===== config.mk =====
export PLATFORM = sky130hd
export DESIGN_NAME = idct_feed_ctrl
export DESIGN_NICKNAME = d
export VERILOG_FILES = /design/src/rtl/idct_feed_ctrl.sv
export SDC_FILE = /design/constraint.sdc
export NUM_CORES = 1
export LEC_CHECK = 0
export CAP_MARGIN = 5
export CORE_MARGIN = 2
export CORE_UTILIZATION = 58
export CTS_CLUSTER_SIZE = 25
export DETAILED_ROUTE_END_ITERATION = 6
export GPL_TIMING_DRIVEN = 0
export PLACE_DENSITY = 0.86
export SLEW_MARGIN = 0
export SYNTH_ARGS = -nofsm -noshare
export SYNTH_HDL_FRONTEND = slang
export SYNTH_SLANG_ARGS = --single-unit

===== constraint.sdc =====
create_clock -name clk -period 8.9 [get_ports clk]
set_clock_uncertainty 0.15 [all_clocks]
set_input_delay 0.89 -clock clk [delete_from_list [all_inputs] [get_ports clk]]
set_output_delay 0.89 -clock clk [all_outputs]
set_load 0.03 [all_outputs]

===== src/rtl/idct_feed_ctrl.sv =====
// IDCT feed sequencer: buffers one coefficient block, replays it into the
// free-running core, and queues the core results behind a credit gate.
module idct_feed_ctrl #(
  parameter int DW        = 25,
  parameter int BEATS     = 4,
  parameter int LAT       = 8,
  parameter int GAP       = 1,
  parameter int OUT_DEPTH = 8
) (
  input  logic                 clk,
  input  logic                 reset,
  input  logic                 s_valid,
  output logic                 s_ready,
  input  logic signed [DW-1:0] s_d1,
  input  logic signed [DW-1:0] s_d2,
  input  logic signed [DW-1:0] s_d3,
  input  logic signed [DW-1:0] s_d4,
  output logic signed [DW-1:0] core_d1,
  output logic signed [DW-1:0] core_d2,
  output logic signed [DW-1:0] core_d3,
  output logic signed [DW-1:0] core_d4,
  input  logic signed [DW-1:0] core_q5,
  input  logic signed [DW-1:0] core_q6,
  input  logic signed [DW-1:0] core_q7,
  input  logic signed [DW-1:0] core_q8,
  output logic                 m_valid,
  input  logic                 m_ready,
  output logic signed [DW-1:0] m_d5,
  output logic signed [DW-1:0] m_d6,
  output logic signed [DW-1:0] m_d7,
  output logic signed [DW-1:0] m_d8,
  output logic                 m_last,
  output logic                 busy,
  output logic [15:0]          blk_cnt
);

  localparam int BW  = BEATS > 1 ? $clog2(BEATS) : 1;
  localparam int GW  = GAP > 1 ? $clog2(GAP) : 1;
  localparam int PW  = OUT_DEPTH > 1 ? $clog2(OUT_DEPTH) : 1;
  localparam int CNW = $clog2(OUT_DEPTH + 1);
  localparam int CW  = CNW + 1;

  typedef logic [3:0][DW-1:0] beat_t;

  typedef struct packed {
    logic  last;
    beat_t d;
  } ent_t;

  typedef enum logic [1:0] {
    S_LOAD,
    S_ARM,
    S_FEED,
    S_GAP
  } state_e;

  state_e         st_q, st_d;
  logic [BW-1:0]  ld_q, ld_d;
  logic [BW-1:0]  fd_q, fd_d;
  logic [GW-1:0]  gp_q, gp_d;
  beat_t          cd_q, cd_d;
  logic           fv_q, fv_d;
  logic           fl_q, fl_d;
  logic [LAT-1:0] tv_q, tl_q;
  beat_t          ibuf_q [BEATS];
  ent_t           mem_q [OUT_DEPTH];
  ent_t           head;
  logic [PW-1:0]  wp_q, rp_q;
  logic [CNW-1:0] cnt_q, infl_q;
  logic [15:0]    blk_q;
  logic [CW-1:0]  occ;
  logic           accept, go, push, pop;

  assign s_ready = st_q == S_LOAD;
  assign accept  = s_valid && s_ready;
  assign occ     = CW'(cnt_q) + CW'(infl_q);
  assign go      = occ <= CW'(OUT_DEPTH - BEATS);
  assign push    = tv_q[LAT-1];
  assign m_valid = cnt_q != '0;
  assign pop     = m_valid && m_ready;

  always_comb begin
    st_d = st_q;
    ld_d = ld_q;
    fd_d = fd_q;
    gp_d = gp_q;
    cd_d = '0;
    fv_d = 1'b0;
    fl_d = 1'b0;
    unique case (st_q)
      S_LOAD: begin
        if (s_valid) begin
          ld_d = ld_q + BW'(1);
          if (ld_q == BW'(BEATS - 1)) begin
            ld_d = '0;
            st_d = S_ARM;
          end
        end
      end
      S_ARM: begin
        if (go) begin
          fd_d = '0;
          st_d = S_FEED;
        end
      end
      S_FEED: begin
        cd_d = ibuf_q[fd_q];
        fv_d = 1'b1;
        fd_d = fd_q + BW'(1);
        if (fd_q == BW'(BEATS - 1)) begin
          fl_d = 1'b1;
          fd_d = '0;
          gp_d = '0;
          st_d = (GAP > 0) ? S_GAP : S_LOAD;
        end
      end
      S_GAP: begin
        gp_d = gp_q + GW'(1);
        if (gp_q == GW'(GAP - 1)) st_d = S_LOAD;
      end
      default: st_d = S_LOAD;
    endcase
  end

  always_ff @(posedge clk or negedge reset) begin
    if (!reset) begin
      st_q <= S_LOAD;
      ld_q <= '0;
      fd_q <= '0;
      gp_q <= '0;
      cd_q <= '0;
      fv_q <= 1'b0;
      fl_q <= 1'b0;
      tv_q <= '0;
      tl_q <= '0;
    end else begin
      st_q    <= st_d;
      ld_q    <= ld_d;
      fd_q    <= fd_d;
      gp_q    <= gp_d;
      cd_q    <= cd_d;
      fv_q    <= fv_d;
      fl_q    <= fl_d;
      tv_q[0] <= fv_q;
      tl_q[0] <= fl_q;
      for (int i = 1; i < LAT; i++) begin
        tv_q[i] <= tv_q[i-1];
        tl_q[i] <= tl_q[i-1];
      end
    end
  end

  always_ff @(posedge clk) begin
    if (accept) ibuf_q[ld_q] <= {s_d4, s_d3, s_d2, s_d1};
  end

  always_ff @(posedge clk) begin
    if (push) mem_q[wp_q] <= {tl_q[LAT-1], core_q8, core_q7, core_q6, core_q5};
  end

  // In-flight count covers beats from issue until their result lands in the FIFO.
  always_ff @(posedge clk or negedge reset) begin
    if (!reset) begin
      wp_q   <= '0;
      rp_q   <= '0;
      cnt_q  <= '0;
      infl_q <= '0;
      blk_q  <= '0;
    end else begin
      infl_q <= infl_q + CNW'(fv_d) - CNW'(push);
      cnt_q  <= cnt_q + CNW'(push) - CNW'(pop);
      if (push) wp_q <= (wp_q == PW'(OUT_DEPTH - 1)) ? '0 : wp_q + PW'(1);
      if (pop) rp_q <= (rp_q == PW'(OUT_DEPTH - 1)) ? '0 : rp_q + PW'(1);
      if (pop && head.last) blk_q <= blk_q + 16'd1;
    end
  end

  always @(posedge clk) begin
    if (reset && push) assert (cnt_q != CNW'(OUT_DEPTH));
  end

  assign head    = mem_q[rp_q];
  assign m_d5    = m_valid ? head.d[0] : '0;
  assign m_d6    = m_valid ? head.d[1] : '0;
  assign m_d7    = m_valid ? head.d[2] : '0;
  assign m_d8    = m_valid ? head.d[3] : '0;
  assign m_last  = m_valid && head.last;
  assign core_d1 = cd_q[0];
  assign core_d2 = cd_q[1];
  assign core_d3 = cd_q[2];
  assign core_d4 = cd_q[3];
  assign blk_cnt = blk_q;
  assign busy    = !(st_q == S_LOAD && ld_q == '0 && infl_q == '0 && cnt_q == '0);

endmodule


; ---- Word-level counts from Yosys, hierarchy flattened
; Memory sizes are Yosys's and may differ from the RTL's.
; Index checks and enable logic that the tools add are counted.
[classes]
n_eq_ne = 12
magnitude_cmp = 1
n_div = 0
bitwise = 0
n_shift = 0
n_mul = 0
add_sub_neg = 11
n_reduce_logical = 19
n_mux = 26
[ops]
columns = op, count
row1 = $mux W100, 1
row2 = $mux W25, 4
row3 = $add A16 B1 Y16 const B, 1
row4 = $mux W2, 8
row5 = $add A4 B1 Y4, 2
row6 = $eq A2 B2 Y1 const B, 4
row7 = $logic_not A4 Y1, 2
row8 = $mux W1, 8
row9 = $ne A2 B2 Y1 const B, 4
row10 = $pmux W2 S4, 1
row11 = $sub A4 B1 Y4, 2
row12 = $logic_and A1 B1 Y1, 7
row13 = $add A3 B1 Y3 const B, 2
row14 = $eq A3 B3 Y1 const B, 2
row15 = $mux W3, 2
row16 = $reduce_and A2 Y1, 3
row17 = $add A4 B4 Y5, 1
row18 = $le A5 B3 Y1 const B, 1
row19 = $reduce_and A5 Y1, 1
row20 = $add A2 B1 Y2 const B, 2
row21 = $logic_not A2 Y1, 2
row22 = $pmux W2 S2, 1
row23 = $reduce_bool A2 Y1, 2
row24 = $reduce_bool A4 Y1, 1
row25 = other kinds (5), 5
[word_totals]
romBits = 0
inputBits = 204
wordCells = 88
latchBits = 0
output_inout_bits = 220
mem_bits_rw = 1208
reg_bits = 155
memories = 2
[memory_table]
columns = memory, depth, width, read_ports, rd_ports_with_merged_regs, write_ports, line
row1 = mem_q, 8, 101, 1, 0, 1, 66  ; ent_t mem_q [OUT_DEPTH];
row2 = ibuf_q, 4, 100, 1, 0, 1, 65  ; beat_t ibuf_q [BEATS];

; ---- Depth between registers and ports, before layout
; Gate-level depths: netlist of run 1.
[logic_depth]
ltp_word = 5
mapped_depth = 13

; ---- Least setup slack after synthesis of run 1
; No wires, ideal clock.
[synth_path]
path_kind = reg-to-reg
from = register tv_q[7]
to = memory mem_q[2][0] (netlist bit), enable pin
setup_ps = 684
n_path_buf = 0
stages_incl_launch_ff = 3
t_arrival_ps = 7401
period_less_slack_ps = 8235
path_slack_ps = 665
path_cell_list = dfrtp_1 nand2_1 nor3_1
[synth_via]
elab_chain_cells = 2
[synth_rtl]
columns = element, line
row1 = "start, declared", 64  ; logic [LAT-1:0] tv_q, tl_q;
row2 = "start signal, assigned by index", 147  ; tv_q[i] <= tv_q[i-1];
row3 = $mux W1, 158  ; if (push) mem_q[wp_q] <= {tl_q[LAT-1], core_q8, core_q7, core_q6, core_q5};
row4 = $mux W1 (implied by the code), 158
row5 = "end, declared", 66
; No other way between the ends.

; ---- Worst setup path after layout of run 1
[layout_path]
from = register cnt_q[2]
to = output m_d7[16]
[layout_via]
elab_chain_cells = 2
[layout_rtl]
columns = element, line
row1 = "start, declared", 69  ; logic [CNW-1:0] cnt_q, infl_q;
row2 = "start signal, assigned", 171  ; cnt_q <= cnt_q + CNW'(push) - CNW'(pop);
row3 = $reduce_bool A4 Y1, 79  ; assign m_valid = cnt_q != '0;
row4 = $mux W25, 185  ; assign m_d7 = m_valid ? head.d[2] : '0;
row5 = "end, declared", 30  ; output logic signed [DW-1:0] m_d7,
; No other way between the ends.

==> impl_results.md, run 1 <==
* Status: completed
* CP Max Fanout at 10
* Syn-to-layout area delta at 22.2%
* Slew HR at under 10%
* FILL cells at 4735
* Most common cell after layout, fill and taps aside: edfxtp_1
* DP Area at approximately 58000 um2
* Synthesized cell area at 50700 um2
* Mapped Nets at between 2000 and 2500
* DP Cell Count at 3876
* Final setup TNS at 0 ps
* Register area at 40200 um2
* Worst-path clk slew at 70 ps
* DR iter-0 viols at 2386
* Final net count at ~3100
* Pwr Density at approximately 340 nW/um2
* Hold Fails Final Rpt at 0
* Seq/Total Area, Yosys at 79.2%
* Largest net degree at the start of global routing at between 90 and 100
* #FFs+latches synth at 1363
* Initial antenna violation count at 14
* Sink Count at 1363
* Critical path class: flop to primary output
* Vias in the first global route at 26500
* Clk Latency, worst-skew pair at about 720 ps
* Via count at between 20000 and 25000
* Layout Cells excl Fill at about 4100
* TritonRoute pass-1 iters at 5
* Logic gate share of total power at 35.0%
* Number of routed nets with antenna violations at 0
* Gate Count Post-Synth at 2238
* Crit path DAT at 4420 ps
* Final min period at 5460 ps
* Drc violations at 0
* Clock power share at 26.3%
* WL/cell at 28.8 um
* Die Ht at 300 um
* Row cnt at 108
* Post_cts resized at 0
* Port bufs at 423
* CTS tree: done
* Postcts setup bufs at 0
* Static leakage at between 20 and 25 nW
* Worst setup path endpoint: m_d7[16]
* Post-DR vias/cell at 6.03
* Reg-to-Reg Start: cnt_q[2]
* Area of the multi-input gates at 10100 um2
* Max Fclk at 183 MHz
* Gr usage total at between 20% and 30%
* Psw at around 7 mW
* Syn_area_per_cell at 22.6 um2
* Worst hold path type: primary input to async pin
* Initial core utilization at 58.5%
* GPL Wtd Cong at roughly 0.79
* Synth warnings at 0
* Slew @ Worst Pin at approximately 1400 ps
* Die area at 89800 um2
* Worst setup SP type: flop
* Sw Ratio at 32.8%
* Hold slack at about 40 ps
* Total power at 21.3 mW
* Clk root buf: clkbuf_16
* First-pass GRT wire length at 177 mm
* Most frequent cells in the layout: edfxtp_1, clkdlybuf4s50_1, mux4_2
* RSZ-0062 raised after global routing: false
* Post-Route WL at 119 mm
* Flop pwr share at 38.7%
* HPWL after DPL at about 72 mm
* Worst path required time at 7860 ps
* CTS HTree Levels at 4
* Crit path from: cnt_q[2]
* Fin. max-slew vios at 0
* Post-layout instance area at 61900 um2
* IO Pins at 424
* Reg2reg end: cnt_q[2]
* Unique masters post-synth at 40
* GRT overflow at 0
* CTS Buffer Depth at 3
* Die Wd at 300 um
* CORE AREA at 86600 um2
* Final setup viols at 0
* Flop2flop setup slack at 5650 ps
* Num CTS Buffers at 136
* R2r worst-path depth at 13
* Fin crit share at 61.4%
* Maximum VDD drop at 323 uV
* # hold bufs at CTS at 0
* Max-cap violations at 0
* Pint at between 10 and 15 mW
* Crit end category: primary output
* Fraction of layout cells with a size suffix above 1 at 21.2%
[metrics by stage]
stage,util [%],worst slack (ps)
global route,71.5,3210
detailed placement,66.4,4150
global placement,65.1,-6830
floorplan,-,665
finish,71.5,3440
CTS,71.5,3360
[per-layer routing]
layer | up-vias | part of all wire [%] | track usage, % | wire length [um]
met5 | - | 0.076 | 0 | 90
met4 | 14 | 1.7 | 6.79 | 1970
met3 | 170 | 10 | 8.76 | 12100
met2 | 1267 | 52 | 46.0 | 62400
met1 | 13100 | 36 | 34.3 | 42500
li1 | 10400 | - | - | -
[power by group through the flow]
| stage | sequential (mW) | clock (mW) | combinational (mW) |
|---|---|---|---|
| floorplan | 8.78 | 0 | 4.11 |
| global placement | 8.53 | 0 | 7.07 |
| detailed placement | 8.36 | 0 | 7.42 |
| CTS | 8.27 | 5.68 | 7.55 |
| global route | 8.33 | 5.93 | 7.88 |
| finish | 8.27 | 5.60 | 7.47 |
[registers in the layout, indices dropped and copies added (netlist names), 4 cells and up]
signal	flops
blk_cnt	16
cnt_q	4
core_d1	25
core_d2	25
core_d3	25
core_d4	25
ibuf_q	400
infl_q	4
mem_q	808
tl_q	8
tv_q	8
[final cells by class]
type	instances	area share, %
Clock inverter	62	1.04
Clock buffer	181	6.05
Antenna cell	7	0.0283
Tap cell	1155	2.33
Timing Repair Buffer	483	8.63
Buffer	104	0.731
Multi-Input combinational cell	746	16.2
Inverter	25	0.151
Sequential cell	1363	64.8
[cell families after synthesis]
logic type	count (synthesis)	synth area share (%)
and+or+nand+nor	266	2.66
xor gates and xnor gates	21	0.363
buffers and inverters	129	1.08
muxes	409	15.6
AOI/OAI and AO/OA	19	0.274
adders and majority gates	31	0.810
DFF	1363	79.2
[critical path: stages, from the launching register on]
cell             delay [ps]
dfrtp_1                 390
inv_1                    90
ha_1                    140
and3_1                  340
clkbuf_1                220
clkbuf_1               1030
clkbuf_1                590
nor2_1                  120
clkdlybuf4s50_1         760
[cell usage after synthesis]
cell type,instances,area [um2]
edfxtp_1,1208,36300
mux4_2,302,6800
dfrtp_1,155,3880
nor2_1,114,428
and2_1,101,632
mux2i_1,100,1000
clkbuf_1,56,210
buf_2,44,220
ha_1,28,350
inv_1,23,86.3
xnor2_1,17,149
nand2_1,14,52.6
nand3_1,9,45.0
and3_1,8,50.1
a21o_1,5,37.5
nor3_1,5,25.0
a21oi_1,4,20.0
mux2_2,4,45.0
nand4_1,4,25.0
xor2_1,4,35.0
a211oi_1,3,22.5
buf_1,3,11.3
fa_1,3,60.1
nand2b_1,3,18.8
o21ai_0,3,15.0
and4_1,2,17.5
inv_2,2,7.51
nor2b_1,2,12.5
a22o_1,1,8.76
a32o_1,1,10.0
a32oi_1,1,8.76
buf_6,1,11.3
mux2_1,1,11.3
mux2_4,1,15.0
mux2i_4,1,22.5
nand2_2,1,6.26
nand3b_1,1,7.51
nor2_2,1,6.26
nor4_4,1,21.3
o41ai_2,1,16.3
[worst min-delay path by stage]
stage	end	slack, ps	start
after global placement	tv_q[4]	180	tv_q[3]
after floorplan	tl_q[0]	180	fl_q
after detailed placement	tl_q[2]	180	tl_q[1]
after CTS	core_d2[8]	30	reset
after global routing	core_d2[6]	80	reset
final	core_d2[8]	40	reset
Power figures use the tool's default switching activity.
==> inputs of run 2 (changes only) <==
Settings changed: CORE_UTILIZATION 58 to 52, PLACE_DENSITY 0.86 to 0.82.
Clock period 8.9 ns to 4.8 ns, I/O delays scaled along.
==> run 2 against run 1 <==
Compared with the run above:
- worst setup slack worse by 3200 ps
- critical path type unchanged
- via count is 0.91% lower
- final area is 0.47% higher
- register-to-register slack worse by 4000 ps
- die area is 11% higher
- global-route usage is 3.4 points lower
- clock power is 91% higher
- routed wire length is 1.6% lower
==> impl_results.md, run 2 (synthesized netlist as in run 1, its figures left out) <==
* CTS HTree Levels at 4
* Via count at ~25000
* Max FFs per register at 808
* RSZ-0062 raised after global routing: false
* DP Area at 57700 um2
* Worst setup SP type: flop
* Post-DR vias/cell at 5.81
* Syn-to-layout area delta at 22.8%
* Die Ht at approximately 320 um
* CORE AREA at roughly 97000 um2
* Row cnt at about 110
* R2r worst-path depth at 13
* Register area at between 40000 and 50000 um2
* Max-cap violations at 0
* Worst-path clk slew at 60 ps
* Final min period at 4580 ps
* TritonRoute pass-1 iters at 6
* Slew HR at 30.1%
* Final setup viols at 0
* Post-layout instance area at 62200 um2
* Maximum VDD drop at 562 uV
* Post-Route WL at approximately 120 mm
* Max Fclk at 218 MHz
* Slew @ Worst Pin at 1040 ps
* Static leakage at 21.0 nW
* Port bufs at 423
* Drc violations at 0
* Die Wd at between 300 and 400 um
* Logic gate share of total power at 34.7%
* Sink Count at 1363
* Final core occ at 64.4%
* Status: completed
* Clk root buf: clkbuf_16
* Top reg by flops: mem_q
* Most frequent cells in the layout: edfxtp_1, clkdlybuf4s50_1, mux4_2
* IO Pins at 424
* Fin crit share at 95.4%
* Die area at 100000 um2
* HPWL after DPL at 73.3 mm
* Clock power share at 26.8%
* FILL cells at 6168
* Most common cell after layout, fill and taps aside: edfxtp_1
* Fraction of layout cells with a size suffix above 1 at between 20% and 30%
* Hold slack at 118 ps
* Clk Latency, worst-skew pair at 730 ps
* Initial core utilization at 52.4%
* Gr usage total at 23.8%
* Worst path required time at 4170 ps
* Pint at 26.8 mW
* CTS tree: done
* Dpl ws at 850 ps
* Number of routed nets with antenna violations at 0
* Psw at 13.0 mW
* Area of the multi-input gates at about 10000 um2
* CTS Buffer Depth at 3
* PnR worst setup slack at about 220 ps
* DR iter-0 viols at 2207
* Crit end category: primary output
* Final net count at 3083
* WL/cell at approximately 28 um
* Crit path DAT at about 4000 ps
* First-pass GRT wire length at around 170 mm
* Num CTS Buffers at between 100 and 150
* Final setup TNS at 0 ps
* Flop pwr share at 38.5%
* Vias in the first global route at 26200
* Sw Ratio at 32.6%
* Fin. max-slew vios at 0
* CP Max Fanout at 10
* Postcts setup bufs at 0
* Largest net degree at the start of global routing at 114
* Initial antenna violation count at 24
* Pwr Density at 639 nW/um2
* GRT overflow at 0
* Hold Fails Final Rpt at 0
* Largest regs: mem_q (808), ibuf_q (400)
* GPL Wtd Cong at just over 0.8
* Worst hold path type: primary input to async pin
* Critical path class: flop to primary output
-- run 2: final timing paths --
check	to	slack, ps	start
setup reg to reg	cnt_q[2]	1650	cnt_q[2]
max in group asynchronous	core_d4[13]	3450	reset
min in group clk	tl_q[6]	200	tl_q[5]
hold / removal	core_d2[12]	120	reset
hold reg to reg	tl_q[6]	200	tl_q[5]
setup / recovery	m_d8[4]	220	cnt_q[2]
-- run 2: metal layers --
metal  vias up  GRT usage (%)  wire [um]
met4        26           7.10       2890
met1     12900           30.3      43400
met3       200           8.58      12500
li1      10400              -          -
met5         -              0        170
met2      1176           38.7      58200
-- run 2: cell type report --
cell class	count	area share, %
Buffer	104	0.734
Sequential cell	1363	64.5
Inverter	25	0.151
Antenna cell	12	0.0482
Clock buffer	177	6.08
Timing Repair Buffer	471	8.52
Multi-Input combinational cell	746	16.2
Clock inverter	70	1.22
Tap cell	1276	2.57
-- run 2: per-stage QoR --
| stage | power, mW | cells |
|---|---|---|
| detailed placement | 29.4 | 3984 |
| global placement | 29.0 | 3937 |
| finish | 39.8 | 4244 |
| global route | 41.3 | 4237 |
| floorplan | 23.9 | 2238 |
| CTS | 40.1 | 4232 |
-- run 2: power groups by stage --
stage / logic [mW] / clock network, mW / registers, mW
after floorplan: 7.62 / 0 / 16.2
after global placement: 13.2 / 0 / 15.7
after detailed placement: 13.9 / 0 / 15.5
after CTS: 14.0 / 10.8 / 15.3
after global routing: 14.6 / 11.3 / 15.4
final: 13.8 / 10.7 / 15.3
-- run 2: timing repair --
action                                 4_1_cts  5_1_grt
endpoints found under the hold margin       98        0
setup endpoints to repair                    0       12
hold buffers                                 1        0
gates resized for setup                      0        4
-- run 2: worst max-delay path, stage by stage (launching register included) --
cell and delay [ps]:
dfrtp_1 400, inv_1 90, ha_1 150, and3_1 330
clkbuf_1 230, clkbuf_2 610, clkbuf_1 570, nor2_1 110
clkdlybuf4s50_1 730
==> inputs of run 3 (changes only) <==
Settings changed: HOLD_SLACK_MARGIN set to 0.1.
==> run 3 against run 2 <==
Compared with the run above:
- the flow now finishes with violations (design-rule violations)
- first-iteration DRC count is 5.2% higher
- routed wire length is 0.24% higher
- hold slack better by 80 ps
- clock power hardly changed
- register-to-register slack worse by 20 ps
- global-route usage hardly changed
- worst setup slack worse by 32 ps
- sequential share of layout area hardly changed
- critical path depth stayed put
- combinational power hardly changed
- non-clock buffer count is 1 higher
- critical endpoint unchanged
==> impl_results.md, run 3 (synthesized netlist as in run 1, its figures left out) <==
* Max-cap violations at 0
* Crit path DAT at 3980 ps
* Syn-to-layout area delta at 22.9%
* Violated checks: design-rule violations
* Crit end category: primary output
* Status: finished, violations left
* GPL Wtd Cong at 0.812
* CORE AREA at 96700 um2
* Clk Latency, worst-skew pair at 730 ps
* Buf/Inv on CP at 5
* Row cnt at 114
* Static leakage at 21.1 nW
* Largest regs: mem_q (808), ibuf_q (400)
* Largest net degree at the start of global routing at 114
* Num CTS Buffers at 137
* First-pass GRT wire length at 172 mm
* Worst path required time at 4170 ps
* Slew @ Worst Pin at about 1000 ps
* CP Max Fanout at 10
* CTS HTree Levels at 4
* DR iter-0 viols at 2321
* RSZ-0062 raised after global routing: false
* Final min period at 4610 ps
* Number of routed nets with antenna violations at 0
* Maximum VDD drop at 560 uV
* Most frequent CP cell: clkbuf_1
* Max FFs per register at 808
* R2r worst-path depth at 13
* Worst path top cell family by delay: buffers and inverters
* Hold Fails Final Rpt at 0
* Fin. max-slew vios at 0
* Initial antenna violation count at 24
* Port bufs at 423
* Final core occ at 64.4%
* Post-layout instance area at roughly 62000 um2
* CP Cell Sequence: inv_1 > ha_1 > and3_1 > clkbuf_1 > clkbuf_2 > clkbuf_1 > nor2_1 > clkdlybuf4s50_1
* Most common cell after layout, fill and taps aside: edfxtp_1
* Most frequent cells in the layout: edfxtp_1, clkdlybuf4s50_1, mux4_2
* Initial core utilization at between 50 and 60%
* CTS tree: done
* Post-DR vias/cell at 5.80
* Crit path from: cnt_q[2]
* Reg2reg end: cnt_q[2]
* Die area at 100000 um2
* IO Pins at about 420
* Sink Count at 1363
* Slew HR at between 30% and 40%
* Pwr Density at 638 nW/um2
* Final setup viols at 0
* Worst hold path type: primary input to async pin
* HPWL after DPL at 73.3 mm
* Final net count at 3084
* Worst setup path endpoint: m_d8[4]
* Worst-path clk slew at around 60 ps
* Critical path's slowest cell: clkdlybuf4s50_1
* Via count at 24600
* Vias in the first global route at 26200
* Post-Route WL at 117 mm
* Hold slack at between 150 and 200 ps
* GRT overflow at 0
* Worst setup SP type: flop
* Reg-to-Reg Start: cnt_q[2]
* CTS Buffer Depth at 3
* Max Fclk at 217 MHz
* Gr usage total at 23.8%
* Fin crit share at 96.0%
* Flop2flop setup slack at 1630 ps
* Top reg by flops: mem_q
* Drc violations at 1
* TritonRoute pass-1 iters at 7
* Die Ht at 316 um
* WL/cell at 27.7 um
* Fraction of layout cells with a size suffix above 1 at 21.2%
* Critical path class: flop to primary output
* Worst path depth at 8
* Final setup TNS at 0 ps
* Slowest Stage Delay on Critical Path at 720 ps
* DP Area at 57700 um2
* Die Wd at 316 um
* Clk root buf: clkbuf_16
==> run 3: cell count changes in the layout (fill, tap and decap cells not counted) <==
cell     before  now
diode_2      12   13
buf_16       20   21
==> run 3: how the worst min path moves through the flow <==
stage	startpoint	end	slack, ps
6_report	reset	core_d2[15]	200
5_1_grt	reset	core_d2[5]	180
4_1_cts	reset	core_d2[5]	130
3_5_place_dp	tl_q[3]	tl_q[4]	190
3_3_place_gp	tv_q[1]	tv_q[2]	180
2_1_floorplan	reset	blk_cnt[0]	30
==> run 3: power by group <==
part | total, mW | leakage, nW | switching (mW) | internal, mW
clock | 10.6 | 2.22 | 4.44 | 6.20
sequential | 15.3 | 13.0 | 0.574 | 14.7
combinational | 13.8 | 5.86 | 7.94 | 5.86
total | 39.8 | 21.1 | 12.9 | 26.8
==> run 3: per-stage QoR <==
| stage | total power, mW | instances | setup WS (ps) |
|---|---|---|---|
| after floorplan | 23.9 | 2238 | -742 |
| after global placement | 29.0 | 3937 | -5490 |
| after detailed placement | 29.4 | 3984 | 850 |
| after CTS | 40.1 | 4233 | 27.9 |
| after global routing | 41.3 | 4238 | 65.8 |
| final | 39.8 | 4246 | 190 |
==> run 3: timing repair <==
| action | in CTS | in global routing |
|---|---|---|
| setup buffers | 0 | 0 |
| hold buffers | 2 | 0 |
| gates resized for setup | 0 | 4 |
| endpoints found under the setup margin | 0 | 12 |
| hold endpoints to repair | 155 | 0 |
==> run 3: metal layers <==
| layer | wire (um) | part of all wire, % | up-vias | GRT usage, % |
|---|---|---|---|---|
| met4 | 2920 | 2.5 | 26 | 7.21 |
| li1 | - | - | 10400 | - |
| met2 | 58400 | 50 | 1115 | 38.8 |
| met5 | 162 | 0.14 | - | 0 |
| met1 | 43900 | 37 | 13000 | 30.2 |
| met3 | 12000 | 10 | 193 | 8.51 |
==> run 3: area by class of cell <==
| cell class | instances | area (um2) |
|---|---|---|
| Sequential cell | 1363 | 40200 |
| Fill cell | 6152 | 34400 |
| Multi-Input combinational cell | 746 | 10100 |
| Timing Repair Buffer | 472 | 5330 |
| Clock buffer | 177 | 3780 |
| Tap cell | 1276 | 1600 |
| Clock inverter | 70 | 757 |
| Buffer | 104 | 457 |
| Inverter | 25 | 93.8 |
| Antenna cell | 13 | 32.5 |
==> run 3: tightest hold or removal path, delay by kind of cell <==
kind | cells | cell delay, ps
buf+inv | 3 | 970
